<file path="config.mk">
export PLATFORM = sky130hd
export DESIGN_NAME = iterative_divider_24bits_24bits
export DESIGN_NICKNAME = d
export VERILOG_FILES = /design/src/rtl/iterative_divider_24bits_24bits.sv
export SDC_FILE = /design/constraint.sdc
export NUM_CORES = 1
export LEC_CHECK = 0
export CAP_MARGIN = 0
export CELL_PAD_IN_SITES_DETAIL_PLACEMENT = 1
export CELL_PAD_IN_SITES_GLOBAL_PLACEMENT = 1
export CORE_UTILIZATION = 41
export CTS_BUF_LIST = sky130_fd_sc_hd__clkbuf_4
export DETAILED_ROUTE_END_ITERATION = 8
export GPL_ROUTABILITY_DRIVEN = 0
export PLACE_DENSITY = 0.88
export SLEW_MARGIN = 10
export SYNTH_ARGS = -nofsm -noshare
export SYNTH_HDL_FRONTEND = slang
export SYNTH_SLANG_ARGS = --single-unit
</file>
<file path="constraint.sdc">
create_clock -name i_clk -period 3.5 [get_ports i_clk]
set_input_delay 0.35 -clock i_clk [delete_from_list [all_inputs] [get_ports i_clk]]
set_output_delay 0.35 -clock i_clk [all_outputs]
set_load 0.02 [all_outputs]
</file>
<file path="src/rtl/iterative_divider_24bits_24bits.sv">
// Sequential restoring divider, 48/24 full or 24/12 half precision, one quotient bit per cycle.
// Define DIVIDER_ERR_CHECK_EN for overflow / divide-by-zero early-out with o_err reporting.
module iterative_divider_24bits_24bits (
  input  logic        i_clk,
  input  logic        i_rst_n,
  input  logic [1:0]  i_Numerical_Precision,
  input  logic        i_valid,
  output logic        o_ready,
  input  logic [47:0] C_NUM,
  input  logic [23:0] B_NUM,
  output logic        o_valid,
  input  logic        i_ready,
  output logic [23:0] Q_NUM,
  output logic [23:0] R_NUM,
  output logic        o_err
);

  localparam int unsigned W  = 24;
  localparam int unsigned HW = 12;
  localparam int unsigned CW = 5;

  localparam logic [1:0] S_IDLE = 2'd0;
  localparam logic [1:0] S_RUN  = 2'd1;
  localparam logic [1:0] S_DONE = 2'd2;

  localparam logic [1:0] PREC_FULL = 2'b11;

  logic [1:0]    state_q, state_d;
  logic          full_q, full_d;
  logic          ovf_q, ovf_d;
  logic [W-1:0]  rem_q, rem_d;
  logic [W-1:0]  dvd_q, dvd_d;
  logic [W-1:0]  div_q, div_d;
  logic [CW-1:0] cnt_q, cnt_d;
  logic          valid_q, valid_d;
  logic [W-1:0]  quo_q, quo_d;
  logic [W-1:0]  rmd_q, rmd_d;
  logic          err_q, err_d;

  logic          full_c;
  logic          ovf_c;
  logic [W:0]    rem_sh_c;
  logic          ge_c;
  logic [W-1:0]  sub_c;

  assign full_c = (i_Numerical_Precision == PREC_FULL);

`ifdef DIVIDER_ERR_CHECK_EN
  // Overflow: quotient would not fit, which also covers a zero divisor.
  assign ovf_c = full_c ? (C_NUM[47:24] >= B_NUM)
                        : (C_NUM[23:12] >= B_NUM[11:0]);
`else
  assign ovf_c = 1'b0;
`endif

  // N+1-bit partial remainder: next dividend bit enters from the MSB of dvd_q.
  assign rem_sh_c = {rem_q, dvd_q[W-1]};
  assign ge_c     = (rem_sh_c >= {1'b0, div_q});
  assign sub_c    = rem_sh_c[W-1:0] - div_q;

  assign o_ready = (state_q == S_IDLE);
  assign o_valid = valid_q;
  assign Q_NUM   = quo_q;
  assign R_NUM   = rmd_q;
  assign o_err   = err_q;

  // Next-state and datapath; half mode left-aligns its low dividend half in dvd_q.
  always_comb begin
    state_d = state_q;
    full_d  = full_q;
    ovf_d   = ovf_q;
    rem_d   = rem_q;
    dvd_d   = dvd_q;
    div_d   = div_q;
    cnt_d   = cnt_q;
    valid_d = valid_q;
    quo_d   = quo_q;
    rmd_d   = rmd_q;
    err_d   = err_q;

    case (state_q)
      S_IDLE: begin
        if (i_valid) begin
          state_d = S_RUN;
          full_d  = full_c;
          ovf_d   = ovf_c;
          if (full_c) begin
            rem_d = C_NUM[47:24];
            dvd_d = C_NUM[23:0];
            div_d = B_NUM;
            cnt_d = CW'(W);
          end else begin
            rem_d = {12'd0, C_NUM[23:12]};
            dvd_d = {C_NUM[11:0], 12'd0};
            div_d = {12'd0, B_NUM[11:0]};
            cnt_d = CW'(HW);
          end
          if (ovf_c) cnt_d = '0;
        end
      end

      S_RUN: begin
        if (cnt_q != '0) begin
          rem_d = ge_c ? sub_c : rem_sh_c[W-1:0];
          dvd_d = {dvd_q[W-2:0], ge_c};
          cnt_d = cnt_q - CW'(1);
        end else begin
          state_d = S_DONE;
          valid_d = 1'b1;
          if (ovf_q) begin
            quo_d = full_q ? 24'hFFFFFF : 24'h000FFF;
            rmd_d = '0;
            err_d = 1'b1;
          end else begin
            quo_d = full_q ? dvd_q : {12'd0, dvd_q[11:0]};
            rmd_d = full_q ? rem_q : {12'd0, rem_q[11:0]};
            err_d = 1'b0;
          end
        end
      end

      S_DONE: begin
        if (i_ready) begin
          state_d = S_IDLE;
          valid_d = 1'b0;
        end
      end

      default: begin
        state_d = S_IDLE;
        valid_d = 1'b0;
      end
    endcase
  end

  always_ff @(posedge i_clk or negedge i_rst_n) begin
    if (!i_rst_n) begin
      state_q <= S_IDLE;
      full_q  <= 1'b0;
      ovf_q   <= 1'b0;
      rem_q   <= '0;
      dvd_q   <= '0;
      div_q   <= '0;
      cnt_q   <= '0;
      valid_q <= 1'b0;
      quo_q   <= '0;
      rmd_q   <= '0;
      err_q   <= 1'b0;
    end else begin
      state_q <= state_d;
      full_q  <= full_d;
      ovf_q   <= ovf_d;
      rem_q   <= rem_d;
      dvd_q   <= dvd_d;
      div_q   <= div_d;
      cnt_q   <= cnt_d;
      valid_q <= valid_d;
      quo_q   <= quo_d;
      rmd_q   <= rmd_d;
      err_q   <= err_d;
    end
  end

endmodule

</file>
==> results_dict.tcl <==
set metrics [dict create \
    status "finished, final reports clean" \
    worstSetupEndpointType "register" \
    power_density_nw_per_um2 1115 \
    worstSetupStartpointType "register" \
    ys_seq_area_frac 0.4432 \
    crit_path_max_fanout 4 \
    port_buffers 127 \
    insertion_delay_ns 0.59 \
    grt_pass1_vias 6759 \
    initial_utilization 0.4211 \
    synth_seq_cells 129 \
    grt_first_pass_wirelength_um 36640 \
    ant_nets 0 \
    hold_class "input pin to register" \
    dp_hpwl_um 16710 \
    synthCells 834 \
    yosysWarnings 0 \
    fmax_mhz 308.2 \
    grt_max_degree 59 \
    drt_iter0_drc 441 \
    wirelength_um 22880 \
    antenna_found_initial 1 \
    avgViaCountPerCell 5.611 \
    synthDistinctLibCells 64 \
    dp_slack_ns 0.3326 \
    crit_path_cell_trace "inv_1, ha_1, inv_1, fa_1, a211oi_2, nor2_1, o311ai_2, a21oi_1, o311a_1, or3_1, a31oi_1, a31oi_1" \
    crit_start "dvd_q[23]$_DFFE_PN0P_" \
    mappedNetlistArea_um2 7283 \
    swShare 0.4697 \
    core_region_area_um2 17300 \
    critPathMaxStageDelay_ns 0.45 \
    yosysMostFrequentCell "nand2_1" \
    post-route-period-util 0.9271 \
    cts_buffers 17 \
    path_clk_slew_ns 0.13 \
    power_leakage_nw 3.884 \
    root_buffer "clkbuf_4" \
    final.setup.tns_ns 0 \
    total_power_w 0.01019 \
    clockBufferDepth 2 \
    die-height_um 135.3 \
    clock_power_share 0.112 \
    r2r_cells 12 \
    htree_levels 4 \
    rows 48 \
    ios 129 \
    cts_tree "yes" \
    whs_ns 0.3219 \
    synthArstFlopShare 1.000 \
    pwr-share-seq 0.275 \
    synth_common_cells "182 x nand2_1, 129 x dfrtp_1, 86 x a21oi_1" \
    post-route-min-period_ns 3.245 \
    drc 0 \
    peakVddDrop_mv 0.4514 \
    routedWlPerCell_um 19.19 \
    ys.flop_type "dfrtp_1" \
    p_int_w 0.005405 \
    timing.final.ws_setup_ns 0.2551 \
    r2r_slack_ns 0.26 \
    fp.dieW_um 135.3 \
    avgSynthCellArea_um2 8.733 \
    relSlewSlack 0.4138 \
    via_count 6688 \
    hold_violations 0 \
    synthTopCellsByArea "dfrtp_1 44%, nand2_1 9.4%, a21oi_1 5.9%, mux2_2 5.7%, o21ai_0 5.6%" \
    synth_area_leader_cell "dfrtp_1" \
    tightest_slew_ns 0.8793 \
    synth-edff-count 0 \
    min_to "div_q[12]$_DFFE_PN0P_" \
    cp.arrival_ns 3.72 \
    reg2reg_to "rem_q[18]$_DFFE_PN0P_" \
    syn_nets 939 \
    utilization 0.5285 \
    cap_viol_max_count 0 \
    drive_gt1_frac 0.1190 \
    min-delay-start "B_NUM[12]" \
    cts.repair.resized 0 \
    synthToLayoutAreaGrowth_pct 25.51 \
    p_sw_w 0.004788 \
    r2r_start "dvd_q[23]$_DFFE_PN0P_" \
    grtUsageTotal 0.2645 \
    synth_top_cell_area_share 0.4432 \
    setup_viol 0 \
    p_comb_frac 0.614 \
    worstPathRequired_ns 3.98 \
    grt_overflow 0 \
    dr.pass1.iters 5 \
    slew_violations 0 \
    holdPathStages 3 \
    cp_slowest_cell "fa_1" \
    nNetsFinal 1058 \
    die-area_um2 18300 \
    worst_clock_skew_ns 0.02296 \
    critPathKind "register to register" \
    cts_sinks 129 \
    rsz0062_at_grt "false" \
]
[cells by family (layout without fill, tap and decap cells)]
kind of cell / count (synthesis) / in the layout / share of synthesized area
xor+xnor: 13 / 13 / 0.01563
buf+inv: 81 / 213 / 0.04398
fa+ha+maj: 27 / 27 / 0.04741
compound gates: 261 / 261 / 0.2206
mux: 43 / 43 / 0.06631
flops: 129 / 129 / 0.4432
other cells: 1 / 2 / 0.0005149
simple gates: 279 / 279 / 0.1623
[critical path: cells and delay by family (launching register included)]
| kind | cells | cell delay, ns |
|---|---|---|
| compound gates | 6 | 1.50 |
| fa+ha+maj | 2 | 0.62 |
| flops | 1 | 0.43 |
| simple gates | 2 | 0.42 |
| buf+inv | 2 | 0.16 |
[metal layers]
layer / track usage / share of wire / up-vias
met1: 0.3553 / 0.45 / 3315
met4: 0.1042 / 0.023 / 0
li1: - / - / 3131
met2: 0.4219 / 0.47 / 201
met5: 0 / 0 / -
met3: 0.04863 / 0.051 / 41
[stage by stage]
step	cells	instance area [µm²]
global placement	1158	8818
floorplan	834	7283
finish	1192	9141
global route	1192	9141
CTS	1191	9139
detailed placement	1158	8818
[layout make-up]
class                      count  area [µm²]
inverter                      33       123.9
tap                          225       281.5
clock buffer                  20       150.1
fill                        2052        8155
sequential                   129        3228
timing repair buffer         148        1441
multi-input combinational    624        3754
clock inverter                12       160.2
antenna                        1       2.502
[power groups by stage]
stage	Combinational, W	Clock, W	Sequential, W
after floorplan	0.00413	0	0.00289
after global placement	0.00588	0	0.00277
after detailed placement	0.00613	0	0.00282
after CTS	0.00623	0.00115	0.00279
after global routing	0.00686	0.00122	0.00289
final	0.00626	0.00114	0.00280
[state kept, by name, summed over array words and instances, names as in the netlist]
register	count
Q_NUM	24
R_NUM	24
div_q	24
dvd_q	24
rem_q	24
cnt_q	5
state_q	2
full_q	1
o_valid	1
[what timing repair did]
| action | CTS | global route |
|---|---|---|
| endpoints found under the hold margin | 56 | 0 |
| setup endpoints to repair | 0 | 0 |
| hold buffers | 1 | 0 |
| setup buffers | 0 | 0 |
[placed cells by master, fill, tap and decap left out, drive strengths merged, types with 8 or more instances in the layout]
| cell type | instances |
|---|---|
| a21o | 10 |
| dfrtp | 129 |
| xnor2 | 9 |
| clkdlybuf4s50 | 126 |
| clkbuf | 20 |
| nand2 | 182 |
| nor3 | 10 |
| ha | 26 |
| buf | 21 |
| nor2 | 39 |
| and2 | 8 |
| mux2 | 39 |
| a31oi | 23 |
| o21ai | 95 |
| nand3 | 16 |
| inv | 34 |
| a21oi | 87 |
[worst max path at each step]
stage	end	slack (ns)	cells after the start
after floorplan	rem_q[18]$_DFFE_PN0P_	0.69	12
after global placement	rem_q[18]$_DFFE_PN0P_	0.47	12
after detailed placement	rem_q[18]$_DFFE_PN0P_	0.33	12
after CTS	rem_q[18]$_DFFE_PN0P_	0.29	12
after global routing	rem_q[18]$_DFFE_PN0P_	0.13	12
final	rem_q[18]$_DFFE_PN0P_	0.26	12
(Power assumes the default switching activity.)
